--- src/rtl/div_issue_queue.sv ---
//------------------------------------------------------------------------------
// div_issue_queue
//   Request FIFO and one-at-a-time issue controller in front of the radix-2
//   divider. Requests are buffered on a valid/ready handshake and issued as a
//   single-cycle div_valid_in pulse only when the divider is free and idle.
//   Rev 1.0
//------------------------------------------------------------------------------
`default_nettype none

module div_issue_queue #(
    parameter int WIDTH = 32,
    parameter int DEPTH = 4,
    parameter int CNTW  = 3
) (
    input  logic             clk,
    input  logic             rst_n,
    input  logic             in_valid,
    output logic             in_ready,
    input  logic [WIDTH-1:0] in_dividend,
    input  logic [WIDTH-1:0] in_divisor,
    input  logic             in_sign,
    input  logic             div_free,
    input  logic             div_done,
    output logic             div_valid_in,
    output logic [WIDTH-1:0] div_zdividend,
    output logic [WIDTH-1:0] div_zdivisor,
    output logic             div_sign,
    output logic             busy,
    output logic [CNTW-1:0]  count
);

    localparam int PTRW = $clog2(DEPTH);

    typedef enum logic [1:0] {
        S_IDLE  = 2'd0,
        S_ISSUE = 2'd1,
        S_WAIT  = 2'd2
    } state_t;

    state_t            state_q, state_d;
    logic [PTRW-1:0]   wr_ptr_q, wr_ptr_d;
    logic [PTRW-1:0]   rd_ptr_q, rd_ptr_d;
    logic [CNTW-1:0]   count_q, count_d;
    logic              div_valid_in_q, div_valid_in_d;
    logic [WIDTH-1:0]  div_zdividend_q, div_zdividend_d;
    logic [WIDTH-1:0]  div_zdivisor_q, div_zdivisor_d;
    logic              div_sign_q, div_sign_d;

    // FIFO storage; contents need no reset because count gates every read
    logic [WIDTH-1:0]  fifo_dividend_q [DEPTH];
    logic [WIDTH-1:0]  fifo_divisor_q  [DEPTH];
    logic              fifo_sign_q     [DEPTH];

    logic push;
    logic pop;
    logic start;

    // Handshake and issue decisions; in_ready depends only on registered count
    always_comb begin
        in_ready = (count_q != CNTW'(DEPTH));
        push     = in_valid & in_ready;
        // The head entry leaves the FIFO during the one-cycle ISSUE state
        pop      = (state_q == S_ISSUE);
        // An entry pushed into an empty FIFO is only visible via count next cycle
        start    = (state_q == S_IDLE) && (count_q != '0) && div_free;
    end

    // Next-state for pointers, occupancy, FSM and registered divider outputs
    always_comb begin
        wr_ptr_d        = wr_ptr_q;
        rd_ptr_d        = rd_ptr_q;
        count_d         = count_q;
        state_d         = state_q;
        div_valid_in_d  = 1'b0;
        div_zdividend_d = div_zdividend_q;
        div_zdivisor_d  = div_zdivisor_q;
        div_sign_d      = div_sign_q;

        if (push) begin
            wr_ptr_d = (wr_ptr_q == PTRW'(DEPTH - 1)) ? '0 : wr_ptr_q + PTRW'(1);
        end
        if (pop) begin
            rd_ptr_d = (rd_ptr_q == PTRW'(DEPTH - 1)) ? '0 : rd_ptr_q + PTRW'(1);
        end
        if (push && !pop) begin
            count_d = count_q + CNTW'(1);
        end else if (pop && !push) begin
            count_d = count_q - CNTW'(1);
        end

        case (state_q)
            S_IDLE: begin
                if (start) begin
                    state_d         = S_ISSUE;
                    div_valid_in_d  = 1'b1;
                    div_zdividend_d = fifo_dividend_q[rd_ptr_q];
                    div_zdivisor_d  = fifo_divisor_q[rd_ptr_q];
                    div_sign_d      = fifo_sign_q[rd_ptr_q];
                end
            end
            S_ISSUE: begin
                state_d = S_WAIT;
            end
            S_WAIT: begin
                // div_done outside WAIT never reaches this branch, so it is ignored
                if (div_done) begin
                    state_d = S_IDLE;
                end
            end
            default: begin
                state_d = S_IDLE;
            end
        endcase
    end

    // Control and output registers with asynchronous reset
    always_ff @(posedge clk or negedge rst_n) begin
        if (!rst_n) begin
            state_q         <= S_IDLE;
            wr_ptr_q        <= '0;
            rd_ptr_q        <= '0;
            count_q         <= '0;
            div_valid_in_q  <= 1'b0;
            div_zdividend_q <= '0;
            div_zdivisor_q  <= '0;
            div_sign_q      <= 1'b0;
        end else begin
            state_q         <= state_d;
            wr_ptr_q        <= wr_ptr_d;
            rd_ptr_q        <= rd_ptr_d;
            count_q         <= count_d;
            div_valid_in_q  <= div_valid_in_d;
            div_zdividend_q <= div_zdividend_d;
            div_zdivisor_q  <= div_zdivisor_d;
            div_sign_q      <= div_sign_d;
        end
    end

    // FIFO write port
    always_ff @(posedge clk) begin
        if (push) begin
            fifo_dividend_q[wr_ptr_q] <= in_dividend;
            fifo_divisor_q[wr_ptr_q]  <= in_divisor;
            fifo_sign_q[wr_ptr_q]     <= in_sign;
        end
    end

    assign div_valid_in  = div_valid_in_q;
    assign div_zdividend = div_zdividend_q;
    assign div_zdivisor  = div_zdivisor_q;
    assign div_sign      = div_sign_q;
    assign busy          = (state_q != S_IDLE);
    assign count         = count_q;

endmodule

`default_nettype wire

--- config.mk ---
export PLATFORM = sky130hd
export DESIGN_NAME = div_issue_queue
export DESIGN_NICKNAME = d
export VERILOG_FILES = /design/src/rtl/div_issue_queue.sv
export SDC_FILE = /design/constraint.sdc
export NUM_CORES = 1
export LEC_CHECK = 0
export BUFFER_PORTS_ARGS = -buffer_cell sky130_fd_sc_hd__buf_2
export CORE_MARGIN = 1.5
export CORE_UTILIZATION = 53
export DETAILED_ROUTE_END_ITERATION = 12
export GPL_TIMING_DRIVEN = 0
export PLACE_DENSITY_LB_ADDON = 0.05
export SETUP_SLACK_MARGIN = 0.5
export SYNTH_ARGS = -nofsm -noshare
export SYNTH_HDL_FRONTEND = slang
export SYNTH_SLANG_ARGS = --single-unit
--- constraint.sdc ---
create_clock -name clk -period 3.9 [get_ports clk]
set_input_delay 0.195 -clock clk [delete_from_list [all_inputs] [get_ports clk]]
set_output_delay 0.195 -clock clk [all_outputs]
set_load 0.05 [all_outputs]
* Word-level counts from Yosys, hierarchy flattened
Memory sizes are Yosys's and may differ from the RTL's. A register that Yosys moved wholly into a read port is not among the register bits.
Cells that the tools add are included.
** Cells by class
- Add/sub/neg operators :: 4
- Eq/ne operators :: 7
- Mux-type cells :: 11
- Bitwise logic cells :: 1
- Reductions and logical operators :: 15
** Operators by type and width (count)
- $mux 2 :: 4
- $eq 2x2->1 const B :: 3
- $mux 3 :: 2
- $pmux 2 s3 :: 1
- $logic_not 1->1 :: 5
- $add 2x1->2 const B :: 2
- $logic_and 1x1->1 :: 4
- $mux 1 :: 4
- $ne 2x2->1 const B :: 2
- $reduce_and 2->1 :: 2
- $reduce_bool 2->1 :: 2
- $add 3x1->3 const B :: 1
- $ne 3x3->1 const B :: 1
- $reduce_bool 3->1 :: 1
- $sub 3x1->3 const B :: 1
- $eq 2x1->1 const B :: 1
- $logic_not 2->1 :: 1
- $and 1x1->1 :: 1
** Word-level totals
- Register bits :: 10
- Memory bits (writable) :: 260
- Input port bits :: 70
- Output and inout port bits :: 71
- Logic and storage cells :: 46
- Memories kept :: 3
** Memories
- fifo_dividend_q :: words 4, width 32, rd ports 1, clocked after Yosys merged registers in 1, wr ports 1, RTL line 50 : logic [WIDTH-1:0] fifo_dividend_q [DEPTH];
- fifo_divisor_q :: words 4, width 32, rd ports 1, clocked after Yosys merged registers in 1, wr ports 1, RTL line 51 : logic [WIDTH-1:0] fifo_divisor_q [DEPTH];
- fifo_sign_q :: words 4, width 1, rd ports 1, clocked after Yosys merged registers in 1, wr ports 1, RTL line 52 : logic fifo_sign_q [DEPTH];

* Depth between registers and ports, before layout
- Depth in word-level cells :: 6
- Depth in mapped cells :: 8
- Mapped depth without buffers :: 8

* Worst setup path before layout
OpenSTA, ideal clock, no wires.
- Kind :: register -> register
- Start :: reg count_q[0], in the netlist count[0]
- End :: mem fifo_dividend_q[0][0] (enable)
- Setup time :: 430 ps
- Data arrival time :: 2749 ps
- Path slack :: 721 ps
- Stages on the path, launching flop included :: 4
- Path buffers :: 0
- Period minus slack after synthesis :: 3179 ps
- Path through :: dfrtp_1 nor2_1 a21boi_1 and2_1
** On the way
- Word-level cells in the longest chain between the ends :: 4
** RTL lines
- start, declared :: RTL line 43 : logic [CNTW-1:0] count_q, count_d;
- start signal, assigned :: RTL line 131 : count_q <= count_d;
- $ne 3x3->1 :: RTL line 60 : in_ready = (count_q != CNTW'(DEPTH));
- $and 1x1->1 :: RTL line 61 : push = in_valid & in_ready;
- via push :: RTL line 54 : logic push;
- $mux 1 :: RTL line 141 : if (push) begin
- $mux 1 (implied by the code) :: RTL line 142 : fifo_dividend_q[wr_ptr_q] <= in_dividend;
- end, declared :: RTL line 50
The timed path passes the listed nets, and every way through them passes these cells.

* Worst setup path in the final report
- Start :: reg count_q[0], in the netlist count[0]
- End :: mem fifo_divisor_q[1][13] (enable)
** On the way
- Word-level cells in the longest chain between the ends :: 4
** RTL lines
- $ne 3x3->1 :: RTL line 60
- $and 1x1->1 :: RTL line 61
- via push :: RTL line 54
- $mux 1 :: RTL line 141
- $mux 1 (implied by the code) :: RTL line 143 : fifo_divisor_q[wr_ptr_q] <= in_divisor;
- end, declared :: RTL line 51
The timed path passes the listed nets, and every way through them passes these cells.

==> results.toml <==
[power_and_ir_drop]
vdd_ir_drop_max_mv = 0.558
sw_frac_of_total_pct = 34.3
p_int_uw = 8550
p_clk_share_pct = 23.6
power_uw = 13000
seqPwrFrac_pct = 40.1
power.switching_uw = 4460
combPwrFrac_pct = 36.2
powerDensity_nw_per_um2 = 842
power.leakage_uw = 0.00569

[routing]
drcViolationCount = 0
dr.pass1.iters = 4
antenna_left = 0
drt_wl_total_um = 23300
via_per_inst = 5.28
first_iter_violations = 349
vias = 5872
wire_per_inst_um = 20.9

[flow_run]
cap_violations = 0

[setup_path]
crit_required_ns = 4.07
worst_ep_arrival_time_ns = 2.47
crit_path_top_delay_cell = "and2_4"
criticalPathCategory = "flip-flop to flip-flop"
crit_buf_inv = 1
path_delay_family = "simple AND/OR/NAND/NOR gates"
crit_chain = "nor2_1 > a21boi_1 > and2_4 > buf_12"
critPathMaxStageDelay_ns = 0.62
crit_fanout = 33
critPathCaptureType = "flip-flop"
startpoint_type = "flip-flop"

[place]
dp_hpwl_um = 13700
place_area_um2 = 13700
routabilityCongestion = 0.699
io_buffer_count = 140
place_ws_ns = 1.58

[floorplanning]
placement_rows = 55
io_pins = 141
die_area_um2 = 24400
die_h_um = 156
core_area_um2 = 22800
initial_core_util_pct = 54.6
die_w_um = 156

[grt]
grtUsageTotal_pct = 20.3
grt_max_degree = 54
grt_antenna_before_repair = 0
grt_pass1_vias = 6695
gr-total-overflow = 0
grt_pass1_wl_um = 37000

[synthesis]
synth_top_area_cell = "edfxtp_1"
avgSynthCellArea_um2 = 23.8
synth-seq-cells = 335
synth_cell_types = 28
netlist_area_um2 = 12500
yosys-top-cells-area = "edfxtp_1 63%, dfrtp_1 15%, mux4_2 12%"
yosysWarnings = 0
syn_nets = 600
ys_seq_area_share_pct = 77.7
netlist_instances = 523
yosys.area.top_type_share_pct = 62.6

[cts]
cts_tree = "done"
clockBufferDepth = 3
path_clk_slew_ns = 0.05
cts-buffers-inserted = 36
cts_sinks = 335
post_cts_buffers = 0
htreeDepth = 2
cts_hold_buf = 68
root_buffer = "clkbuf_16"
worstSkewPairLatency_ns = 0.50
ctsResizeCount = 0

[final_layout]
fin_area_um2 = 15400
layout.nets = 851
drive_gt1_share_pct = 43.3
diodes = 0
areaGrowthSynthToFinish_pct = 23.9

[timing]
max_freq_ghz = 0.434
drv_slew = 0
rsz0062_at_grt = "no"
setup_ws_ns = 1.60
clock_skew_ns = 0.0218
slew_headroom_pct = 53.1
period_share_pct = 59.0
hold-worst-slack_ns = 0.248
finalCriticalPeriod_ns = 2.30
setup_viol = 0
timing_hold_violations_final = 0
tightestPinTransition_ns = 0.704

[worst_hold_path]
min_path_type = "primary input to async pin"

[run_status]
status = "complete, no violations"
## Yosys cell counts
cell type,count
a21boi_1,1
a21o_1,1
and2_1,4
buf_1,1
buf_12,3
buf_2,5
buf_4,2
buf_6,5
buf_8,1
clkbuf_1,5
dfrtp_1,75
edfxtp_1,260
fa_1,1
ha_1,6
inv_1,3
mux2_1,1
mux2_2,40
mux2_4,28
mux4_2,65
nand2_1,3
nand2b_1,1
nor2_1,4
nor3_1,2
nor3b_1,1
nor3b_2,1
or2_1,1
xnor2_1,1
xor2_1,2
## area by class of cell
class | count | area, µm²
tap | 313 | 392
multi-input combinational | 163 | 2590
inverter | 3 | 11.3
timing repair buffer | 213 | 1510
sequential | 335 | 9680
clock inverter | 11 | 52.6
clock buffer | 53 | 1020
fill | 1576 | 7400
buffer | 22 | 194
## path summary, 6_finish.rpt
check / start / end / slack, ns / depth (start not counted)
min: rst_n / div_zdividend[3] / 0.25 / 2
max: count[0] / fifo_divisor_q[1][13] / 1.60 / 4
max reg2reg: count[0] / fifo_divisor_q[1][13] / 1.60 / 4
min in group clk: in_valid / wr_ptr_q[0] / 0.27 / 3
max in group asynchronous: rst_n / count[2] / 3.02 / 3
min reg2reg: state_q[1] / state_q[1] / 0.49 / 2
## placed cells by master (no fill, tap or decap), types with 2 or more instances in the layout
cell type,instances
nor3_1,2
clkbuf_1,18
clkinv_2,6
clkbuf_8,3
clkinv_1,4
edfxtp_1,260
buf_12,4
dlygate4sd3_1,68
mux4_2,65
mux2_2,40
nor2_1,4
xor2_1,2
buf_2,144
nand2_1,3
ha_1,6
buf_16,4
dfrtp_1,75
buf_6,5
and2_4,4
buf_4,3
mux2_4,28
clkbuf_16,37
inv_1,3
## registers in the layout, indices dropped and copies added, names as in the netlist
name,count
fifo_sign_q,4
div_valid_in,1
div_zdividend,32
fifo_divisor_q,128
div_sign,1
wr_ptr_q,2
div_zdivisor,32
count,3
state_q,2
rd_ptr_q,2
fifo_dividend_q,128
## routing by layer
layer,track usage (%),wire length [µm],up-vias,share of wire [%]
met5,0,0,-,0
met4,5.44,436,0,1.9
met3,4.51,1170,35,5.0
met2,35.6,12200,141,52
met1,25.8,9520,3063,41
li1,-,-,2633,-
## kinds of logic (layout without fill, tap and decap cells)
| family | after synthesis | after routing | synth area share, % |
|---|---|---|---|
| flip-flops | 335 | 335 | 77.7 |
| multiplexers | 134 | 134 | 18.8 |
| buffers and inverters | 25 | 302 | 1.65 |
| AND/OR/NAND/NOR | 17 | 17 | 0.753 |
| adder cells (fa/ha/maj) | 7 | 7 | 0.763 |
| XOR/XNOR | 3 | 3 | 0.211 |
| AO/OA/AOI/OAI | 2 | 2 | 0.120 |
## power by group through the flow
stage	clock [µW]	combinational [µW]	sequential [µW]
after floorplan	0	2270	6540
after global placement	0	4580	5310
after detailed placement	0	4740	5290
after CTS	3140	4820	5240
after global routing	3280	5030	5320
final	3080	4720	5220
## metrics by stage
| step | TNS, ns | instances | utilization [%] |
|---|---|---|---|
| 6_report | 0 | 1113 | 67.6 |
| 5_1_grt | 0 | 1113 | 67.6 |
| 4_1_cts | 0 | 1113 | 67.6 |
| 3_5_place_dp | 0 | 981 | 60.0 |
| 3_3_place_gp | -107.61 | 976 | 59.3 |
| 2_1_floorplan | 0 | 523 | - |
Power figures use the tool's default switching activity.
